## config.mk

```make
export PLATFORM = sky130hd
export DESIGN_NAME = ddr3_iod_dly_ctrl_flat
export DESIGN_NICKNAME = d
export VERILOG_FILES = /design/src/rtl/ddr3_iod_dly_ctrl_if.sv /design/src/rtl/ddr3_iod_dly_ctrl.sv /design/src/flat_wrapper.sv
export SDC_FILE = /design/constraint.sdc
export NUM_CORES = 1
export LEC_CHECK = 0
export ABC_AREA = 1
export CORE_ASPECT_RATIO = 0.5
export CORE_MARGIN = 1.5
export CORE_UTILIZATION = 45
export CTS_CLUSTER_SIZE = 24
export DETAILED_ROUTE_END_ITERATION = 8
export MAX_ROUTING_LAYER = met4
export PLACE_DENSITY = 0.68
export SETUP_SLACK_MARGIN = 0.4
export SLEW_MARGIN = 5
export SYNTH_ARGS = -nofsm -noshare
export SYNTH_HDL_FRONTEND = slang
export SYNTH_SLANG_ARGS = --single-unit
```

## constraint.sdc

```tcl
create_clock -name FAB_CLK -period 2.8 [get_ports FAB_CLK]
set_clock_uncertainty 0.15 [all_clocks]
set_input_delay 0.84 -clock FAB_CLK [delete_from_list [all_inputs] [get_ports FAB_CLK]]
set_output_delay 0.84 -clock FAB_CLK [all_outputs]
set_load 0.02 [all_outputs]
```

## src/rtl/ddr3_iod_dly_ctrl_if.sv

```systemverilog
// ----------------------------------------------------------------------------
// ddr3_iod_dly_ctrl_if
// Bundles the tap-adjust command handshake and the IOD dynamic delay-line
// signals of one ddr3_iod_dly_ctrl instance.
//
// Signals:
//   CMD_VALID / CMD_READY      command handshake
//   CMD_OP[1:0]                00 inc, 01 dec, 10 load INIT_TAP, 11 no-op
//   CMD_STEPS[TAP_W-1:0]       tap count for inc/dec
//   DONE, STATUS_OOR           completion pulse and range-limit status
//   TAP_POS[TAP_W-1:0]         shadow tap position
//   DELAY_LINE_MOVE / _DIRECTION / _LOAD   to the IOD
//   DELAY_LINE_OUT_OF_RANGE    from the IOD
//
// Modports:
//   master : calibration logic plus IOD side (drives commands and OOR)
//   slave  : the delay controller itself
// ----------------------------------------------------------------------------
interface ddr3_iod_dly_ctrl_if #(
    parameter int TAP_W = 8
);
    logic             CMD_VALID;
    logic             CMD_READY;
    logic [1:0]       CMD_OP;
    logic [TAP_W-1:0] CMD_STEPS;
    logic             DONE;
    logic             STATUS_OOR;
    logic [TAP_W-1:0] TAP_POS;
    logic             DELAY_LINE_MOVE;
    logic             DELAY_LINE_DIRECTION;
    logic             DELAY_LINE_LOAD;
    logic             DELAY_LINE_OUT_OF_RANGE;

    modport master (
        output CMD_VALID, CMD_OP, CMD_STEPS, DELAY_LINE_OUT_OF_RANGE,
        input  CMD_READY, DONE, STATUS_OOR, TAP_POS,
               DELAY_LINE_MOVE, DELAY_LINE_DIRECTION, DELAY_LINE_LOAD
    );

    modport slave (
        input  CMD_VALID, CMD_OP, CMD_STEPS, DELAY_LINE_OUT_OF_RANGE,
        output CMD_READY, DONE, STATUS_OOR, TAP_POS,
               DELAY_LINE_MOVE, DELAY_LINE_DIRECTION, DELAY_LINE_LOAD
    );
endinterface

```

## src/rtl/ddr3_iod_dly_ctrl.sv

```systemverilog
// ----------------------------------------------------------------------------
// ddr3_iod_dly_ctrl
// Fabric-side initiator for the dynamic delay-line port of one DDR3 PHY IOD.
// Turns single tap-adjust commands into paced DELAY_LINE_MOVE/DIRECTION/LOAD
// pulses, watches DELAY_LINE_OUT_OF_RANGE and keeps a shadow tap position.
//
// Parameters:
//   TAP_W      tap position width (MAX_TAP = 2^TAP_W-1)
//   GAP_CYCLES idle cycles after every MOVE/LOAD pulse (>= 1)
//   INIT_TAP   tap value after reset or LOAD
//
// Ports:
//   FAB_CLK     in   fabric clock, rising edge
//   SYNC_RST_N  in   synchronous active-low reset
//   dl          slave modport of ddr3_iod_dly_ctrl_if (command + IOD signals)
//
// All outputs come straight from flops; they are loaded from the next-state
// decode so each pulse lines up with the state it belongs to.
// ----------------------------------------------------------------------------
module ddr3_iod_dly_ctrl #(
    parameter int TAP_W      = 8,
    parameter int GAP_CYCLES = 3,
    parameter int INIT_TAP   = 1
) (
    input  logic               FAB_CLK,
    input  logic               SYNC_RST_N,
    ddr3_iod_dly_ctrl_if.slave dl
);

    localparam logic [TAP_W-1:0] MAX_TAP  = '1;
    localparam logic [TAP_W-1:0] INIT_VAL = TAP_W'(INIT_TAP);
    localparam int               CW       = (GAP_CYCLES > 1) ? $clog2(GAP_CYCLES) : 1;
    localparam logic [CW-1:0]    GAP_LAST = CW'(GAP_CYCLES - 1);

    typedef enum logic [2:0] {
        S_IDLE,
        S_SETUP,
        S_MOVE,
        S_GAP,
        S_LOAD,
        S_DONE
    } state_t;

    state_t           r_state;
    logic             r_ready;
    logic             r_done;
    logic             r_oor;
    logic [TAP_W-1:0] r_tap;
    logic             r_move;
    logic             r_dir;
    logic             r_load;
    logic [TAP_W-1:0] r_steps;
    logic [CW-1:0]    r_gap_cnt;
    logic             r_is_load;

    state_t           w_next;
    logic             w_accept;
    logic             w_oor;
    logic [TAP_W-1:0] w_tap;
    logic [TAP_W-1:0] w_tap_step;
    logic             w_dir;
    logic [TAP_W-1:0] w_steps;
    logic [CW-1:0]    w_gap;
    logic             w_is_load;

    // True when one more step in direction dir would leave the tap range.
    function automatic logic f_at_limit(input logic dir, input logic [TAP_W-1:0] tap);
        return dir ? (tap == MAX_TAP) : (tap == '0);
    endfunction

    // r_ready is only ever high in IDLE, so it doubles as the accept qualifier.
    assign w_accept = dl.CMD_VALID & r_ready;

    always_comb begin
        w_next     = r_state;
        w_oor      = r_oor;
        w_tap      = r_tap;
        w_dir      = r_dir;
        w_steps    = r_steps;
        w_gap      = r_gap_cnt;
        w_is_load  = r_is_load;
        w_tap_step = r_dir ? (r_tap + TAP_W'(1)) : (r_tap - TAP_W'(1));

        case (r_state)
            S_IDLE: begin
                if (w_accept) begin
                    w_oor = 1'b0;
                    case (dl.CMD_OP)
                        2'b00, 2'b01: begin
                            if (dl.CMD_STEPS != '0) begin
                                w_dir     = ~dl.CMD_OP[0];
                                w_steps   = dl.CMD_STEPS;
                                w_is_load = 1'b0;
                                w_next    = S_SETUP;
                            end else begin
                                w_next = S_DONE;
                            end
                        end
                        2'b10: begin
                            w_is_load = 1'b1;
                            w_next    = S_LOAD;
                        end
                        default: w_next = S_DONE;
                    endcase
                end
            end

            S_SETUP: begin
                if (f_at_limit(r_dir, r_tap)) begin
                    w_oor  = 1'b1;
                    w_next = S_DONE;
                end else begin
                    w_next = S_MOVE;
                end
            end

            S_MOVE, S_LOAD: begin
                w_gap  = '0;
                w_next = S_GAP;
            end

            S_GAP: begin
                if (r_gap_cnt == GAP_LAST) begin
                    if (r_is_load) begin
                        w_tap  = INIT_VAL;
                        w_next = S_DONE;
                    end else if (dl.DELAY_LINE_OUT_OF_RANGE) begin
                        w_oor  = 1'b1;
                        w_next = S_DONE;
                    end else begin
                        w_tap   = w_tap_step;
                        w_steps = r_steps - TAP_W'(1);
                        if (r_steps == TAP_W'(1)) begin
                            w_next = S_DONE;
                        end else if (f_at_limit(r_dir, w_tap_step)) begin
                            // Pre-check for the next MOVE uses the tap just updated.
                            w_oor  = 1'b1;
                            w_next = S_DONE;
                        end else begin
                            w_next = S_MOVE;
                        end
                    end
                end else begin
                    w_gap = r_gap_cnt + CW'(1);
                end
            end

            S_DONE:  w_next = S_IDLE;

            default: w_next = S_IDLE;
        endcase
    end

    always_ff @(posedge FAB_CLK) begin
        if (!SYNC_RST_N) begin
            r_state   <= S_IDLE;
            r_ready   <= 1'b0;
            r_done    <= 1'b0;
            r_oor     <= 1'b0;
            r_tap     <= INIT_VAL;
            r_move    <= 1'b0;
            r_dir     <= 1'b0;
            r_load    <= 1'b0;
            r_steps   <= '0;
            r_gap_cnt <= '0;
            r_is_load <= 1'b0;
        end else begin
            r_state   <= w_next;
            r_ready   <= (w_next == S_IDLE);
            r_done    <= (w_next == S_DONE);
            r_move    <= (w_next == S_MOVE);
            r_load    <= (w_next == S_LOAD);
            r_oor     <= w_oor;
            r_tap     <= w_tap;
            r_dir     <= w_dir;
            r_steps   <= w_steps;
            r_gap_cnt <= w_gap;
            r_is_load <= w_is_load;
        end
    end

    assign dl.CMD_READY            = r_ready;
    assign dl.DONE                 = r_done;
    assign dl.STATUS_OOR           = r_oor;
    assign dl.TAP_POS              = r_tap;
    assign dl.DELAY_LINE_MOVE      = r_move;
    assign dl.DELAY_LINE_DIRECTION = r_dir;
    assign dl.DELAY_LINE_LOAD      = r_load;

endmodule

```

## src/flat_wrapper.sv

```systemverilog
// flat-port wrapper written by rule: the top's interface ports become plain ports
module ddr3_iod_dly_ctrl_flat 
#(
    parameter int TAP_W      = 8,
    parameter int GAP_CYCLES = 3,
    parameter int INIT_TAP   = 1
)
  (FAB_CLK, SYNC_RST_N, dl_CMD_VALID, dl_CMD_OP, dl_CMD_STEPS, dl_DELAY_LINE_OUT_OF_RANGE, dl_CMD_READY, dl_DONE, dl_STATUS_OOR, dl_TAP_POS, dl_DELAY_LINE_MOVE, dl_DELAY_LINE_DIRECTION, dl_DELAY_LINE_LOAD);
  ddr3_iod_dly_ctrl_if #(.TAP_W(TAP_W)) dl_i ();
  input  logic FAB_CLK;
  input  logic SYNC_RST_N;
  input wire logic [$bits(dl_i.CMD_VALID)-1:0] dl_CMD_VALID;
  input wire logic [$bits(dl_i.CMD_OP)-1:0] dl_CMD_OP;
  input wire logic [$bits(dl_i.CMD_STEPS)-1:0] dl_CMD_STEPS;
  input wire logic [$bits(dl_i.DELAY_LINE_OUT_OF_RANGE)-1:0] dl_DELAY_LINE_OUT_OF_RANGE;
  output wire logic [$bits(dl_i.CMD_READY)-1:0] dl_CMD_READY;
  output wire logic [$bits(dl_i.DONE)-1:0] dl_DONE;
  output wire logic [$bits(dl_i.STATUS_OOR)-1:0] dl_STATUS_OOR;
  output wire logic [$bits(dl_i.TAP_POS)-1:0] dl_TAP_POS;
  output wire logic [$bits(dl_i.DELAY_LINE_MOVE)-1:0] dl_DELAY_LINE_MOVE;
  output wire logic [$bits(dl_i.DELAY_LINE_DIRECTION)-1:0] dl_DELAY_LINE_DIRECTION;
  output wire logic [$bits(dl_i.DELAY_LINE_LOAD)-1:0] dl_DELAY_LINE_LOAD;
  assign dl_i.CMD_VALID = dl_CMD_VALID;
  assign dl_i.CMD_OP = dl_CMD_OP;
  assign dl_i.CMD_STEPS = dl_CMD_STEPS;
  assign dl_i.DELAY_LINE_OUT_OF_RANGE = dl_DELAY_LINE_OUT_OF_RANGE;
  assign dl_CMD_READY = dl_i.CMD_READY;
  assign dl_DONE = dl_i.DONE;
  assign dl_STATUS_OOR = dl_i.STATUS_OOR;
  assign dl_TAP_POS = dl_i.TAP_POS;
  assign dl_DELAY_LINE_MOVE = dl_i.DELAY_LINE_MOVE;
  assign dl_DELAY_LINE_DIRECTION = dl_i.DELAY_LINE_DIRECTION;
  assign dl_DELAY_LINE_LOAD = dl_i.DELAY_LINE_LOAD;
  ddr3_iod_dly_ctrl #(.TAP_W(TAP_W), .GAP_CYCLES(GAP_CYCLES), .INIT_TAP(INIT_TAP)) u_core (.FAB_CLK(FAB_CLK), .SYNC_RST_N(SYNC_RST_N), .dl(dl_i));
endmodule
```

==> summary.txt, run 1 <==
Post-layout utilization of the core -> 61.7%
Max-slew violation count -> 0
Area delta synth->final -> 25.1%
Delay of the slowest cell on the worst path -> 0.65 ns
Largest area contributor in the netlist -> sky130_fd_sc_hd__dfxtp_1
Share of post-route cells with drive strength above 1 -> 16.6%
Netlist cell types -> 34
Power Dens Cells -> 761 mW/mm2
Post-route total power -> 1930 uW
Synth Area in Compound Gates -> 13.5%
Peak supply drop -> 0.445 mV
Number of clock sinks -> 28
Cell Area, Placed -> 0.00237 mm2
Initial antenna violation count -> 0
Final Critical Period -> 2.40 ns
Async set or reset register ratio after synthesis -> 0%
Clock Root Buffer -> sky130_fd_sc_hd__clkbuf_8
Pre-CTS setup slack -> -0.0254 ns
Synth Register Bits -> 28
Number of iterations in the first detailed-routing pass -> 7
Total congestion overflow after global routing -> 0
Count of antenna diodes in the layout -> 0
Layout filler cell count -> 415
Delay-heaviest family, CP -> buffers and inverters
DRT antenna net count -> 0
Final RePlAce weighted congestion -> 0.866
Critical path class -> reg -> out
Mux cell area share after synthesis -> 0%
Worst Hold Path Cells -> 2
Mapped cell area -> 0.00203 mm2
Vias in the first global route -> 1798
Global-route wire length before repair -> 7810 um
Number of cells on the critical path -> 1
Setup WS post-layout -> 0.402 ns
Number of top-level design ports -> 28
Routed WL -> 4810 um
Worst reg2reg path depth -> 15
Warnings from Yosys -> 0
DRC violation total after the first TritonRoute iteration -> 82
Arrival time reported for the critical path endpoint -> 1.41 ns
Layout Nets -> 383
Total Die Area -> 0.00494 mm2
Largest fanout on the critical path -> 5
Leak pwr -> 0.00119 uW
Area occupied by multi-input gates -> 0.00130 mm2
Starting density of the core -> 49.4%
Area share of xor/xnor cells in the synthesized design -> 1.30%
Maximum number of pins on one net before global-route repair -> 19
Cell with the most instances after synthesis -> sky130_fd_sc_hd__nand2_1
Area share of fa/ha/maj cells after synthesis -> 7.78%
Worst hold path type -> reg -> reg
Status -> complete, no violations
CP Data Required Time -> 1.81 ns
Net Count, Synth -> 345
Crit path launch type -> flip-flop
DP HPWL -> 3730 um
Vias per inst -> 5.11
Remaining DRCs -> 0
Count of final setup violators -> 0
Count of flip-flops with a built-in enable after synthesis -> 0
CTS tree -> done
Ys flop type -> sky130_fd_sc_hd__dfxtp_1
Max Clk Rate -> 0.417 GHz
Cts hold-fix bufs -> 0
Endpoint class of the critical path -> output port
Worst path bufs/invs -> 1
Slew HR -> 69.5%
Slowest cell on crit path -> sky130_fd_sc_hd__clkdlybuf4s50_1
Die Height -> 50.4 um
Routed via count -> 2096
Maximum level of the CTS H-tree -> 1
Average size of a mapped cell -> 6.35 um2
Std-Cell Rows -> 16
Main combinational cell family by area after synthesis -> simple AND/OR/NAND/NOR gates
Total clock buffers created by CTS -> 3
Seq. cell area -> 569 um2
Mean routed wirelength per cell -> 11.7 um
Area inside the core boundary -> 0.00410 mm2
Final count of hold timing violations -> 0
Combined global-route utilization of all metal layers -> 20.0%
Clock latency at the later pin of the worst-skew pair -> 0.28 ns
Post-route design area -> 0.00253 mm2
Max cap viols -> 0
Sequential area share after synthesis -> 27.7%
Tightest Pin Transition -> 0.456 ns
Worst-path cell chain -> clkdlybuf4s50_1
Count of port buffers added during placement -> 27
Synthesized instance count -> 319
Unrepaired setup endpoints after global routing -> yes
Bufs on Longest Clock Path -> 2
Top post-synthesis cells by count -> sky130_fd_sc_hd__nand2_1 (74), sky130_fd_sc_hd__inv_1 (45), sky130_fd_sc_hd__nor2_1 (40)
Final period util -> 85.6%
Clock slew at reported path FFs -> 0.10 ns
Share of Yosys cell area claimed by the top area cell type -> 27.7%
Width of the die -> 97.9 um
Cell types with the largest area share after synthesis -> sky130_fd_sc_hd__dfxtp_1 (28%), sky130_fd_sc_hd__nand2_1 (14%), sky130_fd_sc_hd__inv_1 (8.3%), sky130_fd_sc_hd__nor2_1 (7.4%), sky130_fd_sc_hd__ha_1 (6.8%)
Area share of and/or/nand/nor cells after synthesis -> 39.3%
per-stage QoR:
| stage | setup TNS [ns] | std cells | hold WS, ns |
|---|---|---|---|
| 2_1_floorplan | 0 | 319 | 0.293 |
| 3_3_place_gp | 0 | 400 | 0.291 |
| 3_5_place_dp | -0.0450 | 400 | 0.296 |
| 4_1_cts | 0 | 405 | 0.309 |
| 5_1_grt | 0 | 410 | 0.347 |
| 6_report | 0 | 410 | 0.316 |
worst min-delay path, cell delays in order, from the launching register on:
cell	delay, ns
sky130_fd_sc_hd__dfxtp_1	0.32
sky130_fd_sc_hd__inv_1	0.05
sky130_fd_sc_hd__a21oi_1	0.06
timing repair:
action                     4_1_cts  5_1_grt
buffers inserted                 1        5
setup endpoints to repair       14       16
pin swaps                        1        7
resized for setup                3       20
cell families (layout without fill, tap and decap cells):
kind of cell | Yosys count | in the layout
buffers and inverters | 55 | 92
adders and majority gates | 12 | 12
DFF | 28 | 28
and+or+nand+nor | 174 | 174
AOI/OAI and AO/OA | 47 | 47
xor gates and xnor gates | 3 | 3
routing by layer:
metal,vias up,wire [um],global-route usage [%]
met5,-,0,-
met4,0,21,2.14
met3,4,189,2.92
met2,46,2240,34.5
met1,944,2360,26.0
li1,1102,-,-
placed cells by master (no fill, tap or decap), types with 5 or more instances in the layout:
master	count
sky130_fd_sc_hd__nand2_1	72
sky130_fd_sc_hd__nand3_1	25
sky130_fd_sc_hd__a21oi_1	17
sky130_fd_sc_hd__o21ai_0	12
sky130_fd_sc_hd__inv_1	43
sky130_fd_sc_hd__nor2_1	40
sky130_fd_sc_hd__clkdlybuf4s50_1	26
sky130_fd_sc_hd__nor2_2	7
sky130_fd_sc_hd__buf_4	10
sky130_fd_sc_hd__ha_1	7
sky130_fd_sc_hd__dfxtp_1	25
sky130_fd_sc_hd__nand2_2	10
sky130_fd_sc_hd__inv_2	5
sky130_fd_sc_hd__nand3_2	6
report_power, final:
part           leakage [uW]  total [uW]  internal (uW)  switching, uW
Combinational      0.000927        1100            437            666
Clock             0.0000288         253            126            127
Sequential         0.000229         571            489           82.6
Total               0.00119        1930           1050            876
path summary, 6_finish.rpt:
check | slack, ns | startpoint | endpoint
worst min-delay path | 0.32 | u_core.dl.STATUS_OOR | u_core.dl.STATUS_OOR
worst min register to register | 0.32 | u_core.dl.STATUS_OOR | u_core.dl.STATUS_OOR
worst max register to register | 0.50 | u_core.dl.DELAY_LINE_DIRECTION | u_core.dl.DONE
worst max-delay path | 0.40 | u_core.dl.TAP_POS[2] | dl_TAP_POS[2]
registers in the layout, indices dropped and copies added (netlist names):
name and flops:
u_core.dl.CMD_READY 1, u_core.r_steps 8, u_core.r_is_load 1, u_core.r_state 3, u_core.dl.DELAY_LINE_MOVE 1, u_core.dl.TAP_POS 8, u_core.dl.DELAY_LINE_DIRECTION 1, u_core.r_gap_cnt 2
u_core.dl.DELAY_LINE_LOAD 1, u_core.dl.DONE 1, u_core.dl.STATUS_OOR 1
area by class of cell:
class	instances	area share (%)
clock buffer	4	2.17
inverter	51	7.75
multi-input combinational	236	51.2
sequential	28	22.5
tap	54	2.67
timing repair buffer	37	13.7
(Power assumes the default switching activity.)
==> run 2, diff against run 1 <==
--- a/config.mk
+++ b/config.mk
@@ -6,13 +6,15 @@
 export NUM_CORES = 1
 export LEC_CHECK = 0
 export ABC_AREA = 1
+export CELL_PAD_IN_SITES_DETAIL_PLACEMENT = 0
+export CELL_PAD_IN_SITES_GLOBAL_PLACEMENT = 1
 export CORE_ASPECT_RATIO = 0.5
 export CORE_MARGIN = 1.5
-export CORE_UTILIZATION = 45
+export CORE_UTILIZATION = 38
 export CTS_CLUSTER_SIZE = 24
 export DETAILED_ROUTE_END_ITERATION = 8
 export MAX_ROUTING_LAYER = met4
-export PLACE_DENSITY = 0.68
+export PLACE_DENSITY_LB_ADDON = 0.1
 export SETUP_SLACK_MARGIN = 0.4
 export SLEW_MARGIN = 5
 export SYNTH_ARGS = -nofsm -noshare
==> run 2 against run 1 <==
Sequential share of layout area down 0.33 points. Sequential power up 1%. Worst setup slack better by 0.0087 ns. Die area up 18%. Final area up 1.5%. Non-clock buffer count down 4. Hold slack worse by 0.015 ns. Routed wire length up 7.8%. Clock-buffer cell count unchanged. First-iteration DRC count down 11%. Maximum frequency up 0.37%.
==> summary.txt, run 2 (synthesis gave the netlist of run 1 again) <==
Worst hold path type -> reg -> reg
Maximum level of the CTS H-tree -> 1
Layout filler cell count -> 526
Clock slew at reported path FFs -> 0.10 ns
Peak supply drop -> 0.448 mV
Maximum number of pins on one net before global-route repair -> 16
Combined global-route utilization of all metal layers -> 18.9%
Width of the die -> 106 um
Largest fanout on the critical path -> 5
Critical path class -> reg -> out
Setup WS post-layout -> 0.411 ns
Final RePlAce weighted congestion -> 0.841
Internal power -> 1050 uW
Total clock buffers created by CTS -> 3
Max cap viols -> 0
Top routing layer in use -> met4
Crit path launch type -> flip-flop
Leading cell types in the layout, fill and taps excluded -> sky130_fd_sc_hd__nand2_1 (72), sky130_fd_sc_hd__inv_1 (42), sky130_fd_sc_hd__nor2_1 (39)
Remaining DRCs -> 0
Endpoint class of the critical path -> output port
Slew HR -> 73.3%
Vias per inst -> 4.90
Fraction of power consumed by the clock network -> 13.1%
Pre-CTS setup slack -> 0.0448 ns
Number of top-level design ports -> 28
Total Die Area -> 0.00580 mm2
Leak pwr -> 0.00118 uW
Share of power burned in registers -> 29.7%
Mean routed wirelength per cell -> 12.3 um
Met2 routed wirelength -> 2380 um
Switching share of power -> 46.0%
Arrival time reported for the critical path endpoint -> 1.40 ns
DP HPWL -> 4040 um
Vias in the first global route -> 1832
Delay-heaviest family, CP -> buffers and inverters
Slowest cell on crit path -> sky130_fd_sc_hd__clkdlybuf4s50_1
Count of antenna diodes in the layout -> 0
Worst-path cell chain -> clkdlybuf4s50_1
Most common cell after layout, fill and taps aside -> sky130_fd_sc_hd__nand2_1
Starting density of the core -> 40.3%
Number of clock sinks -> 28
Number of iterations in the first detailed-routing pass -> 4
Detailed-route wire length on metal 1 -> 2680 um
Cts hold-fix bufs -> 0
Cell Area, Placed -> 0.00240 mm2
Worst path bufs/invs -> 1
Layout Nets -> 379
Routed WL -> 5190 um
Share of post-route cells with drive strength above 1 -> 16.8%
WL met3 -> 126 um
Post-route design area -> 0.00257 mm2
DRC violation total after the first TritonRoute iteration -> 73
Tightest Pin Transition -> 0.399 ns
Clock latency at the later pin of the worst-skew pair -> 0.28 ns
Post-layout utilization of the core -> 51.2%
Count of final setup violators -> 0
Clock Root Buffer -> sky130_fd_sc_hd__clkbuf_8
DRT antenna net count -> 0
Max-slew violation count -> 0
Final Critical Period -> 2.39 ns
Combinational cell fraction of total power -> 57.2%
Final period util -> 85.3%
Total congestion overflow after global routing -> 0
Routed via count -> 2068
Delay of the slowest cell on the worst path -> 0.65 ns
CTS tree -> done
Unrepaired setup endpoints after global routing -> yes
Status -> complete, no violations
Initial antenna violation count -> 0
Max Clk Rate -> 0.419 GHz
Area delta synth->final -> 26.9%
Sum of negative setup slack -> 0 ns
Bufs on Longest Clock Path -> 2
Switching Power -> 894 uW
Area inside the core boundary -> 0.00502 mm2
Die Height -> 54.6 um
Power Dens Cells -> 756 mW/mm2
Std-Cell Rows -> 18
Count of port buffers added during placement -> 27
CP Data Required Time -> 1.81 ns
Final count of hold timing violations -> 0
Global-route wire length before repair -> 8250 um
run 2: cell types whose count changed in the layout (fill, tap and decap cells not counted), moves of 2 or more:
cell | before | now
sky130_fd_sc_hd__buf_4 | 10 | 5
sky130_fd_sc_hd__ha_4 | 1 | 4
sky130_fd_sc_hd__ha_1 | 7 | 5
sky130_fd_sc_hd__inv_2 | 5 | 7
sky130_fd_sc_hd__inv_4 | 2 | 0
run 2: cell type report:
type,instances,area [um2],share of cell area [%]
clock buffer,4,55.1,2.14
multi-input combinational,236,1340,52.2
tap,70,87.6,3.41
inverter,51,196,7.64
sequential,28,569,22.1
timing repair buffer,33,320,12.5
run 2: timing repair:
item | CTS | global route
cloned | 0 | 0
resized for setup | 6 | 25
buffers inserted | 0 | 1
endpoints found under the setup margin | 12 | 11
pin swaps | 1 | 9
run 2: path summary, 6_finish.rpt:
check                         endpoint  slack, ns  cells past startpoint                      startpoint
hold / removal    u_core.dl.STATUS_OOR       0.30                      2            u_core.dl.STATUS_OOR
setup reg to reg   u_core.dl.CMD_READY       0.52                     15  u_core.dl.DELAY_LINE_DIRECTION
hold reg to reg   u_core.dl.STATUS_OOR       0.30                      2            u_core.dl.STATUS_OOR
setup / recovery         dl_TAP_POS[2]       0.41                      1            u_core.dl.TAP_POS[2]
run 2: stage by stage:
stage                     hold WS, ns  cells  power [uW]
after detailed placement        0.293    417        1640
after CTS                       0.307    421        1910
after global placement          0.288    417        1630
final                           0.301    422        1940
after global routing            0.319    422        2120
after floorplan                 0.293    319        1390
run 2: per-layer routing:
metal,track usage (%),vias up
met4,2.25,0
li1,-,1101
met5,-,-
met2,33.8,23
met1,23.5,942
met3,3.33,2
run 2: power by group through the flow:
stage | clock (uW) | sequential (uW) | combinational, uW
final | 256 | 577 | 1110
after global placement | 0 | 583 | 1050
after CTS | 260 | 574 | 1080
after detailed placement | 0 | 584 | 1060
after global routing | 280 | 588 | 1250
after floorplan | 0 | 582 | 812
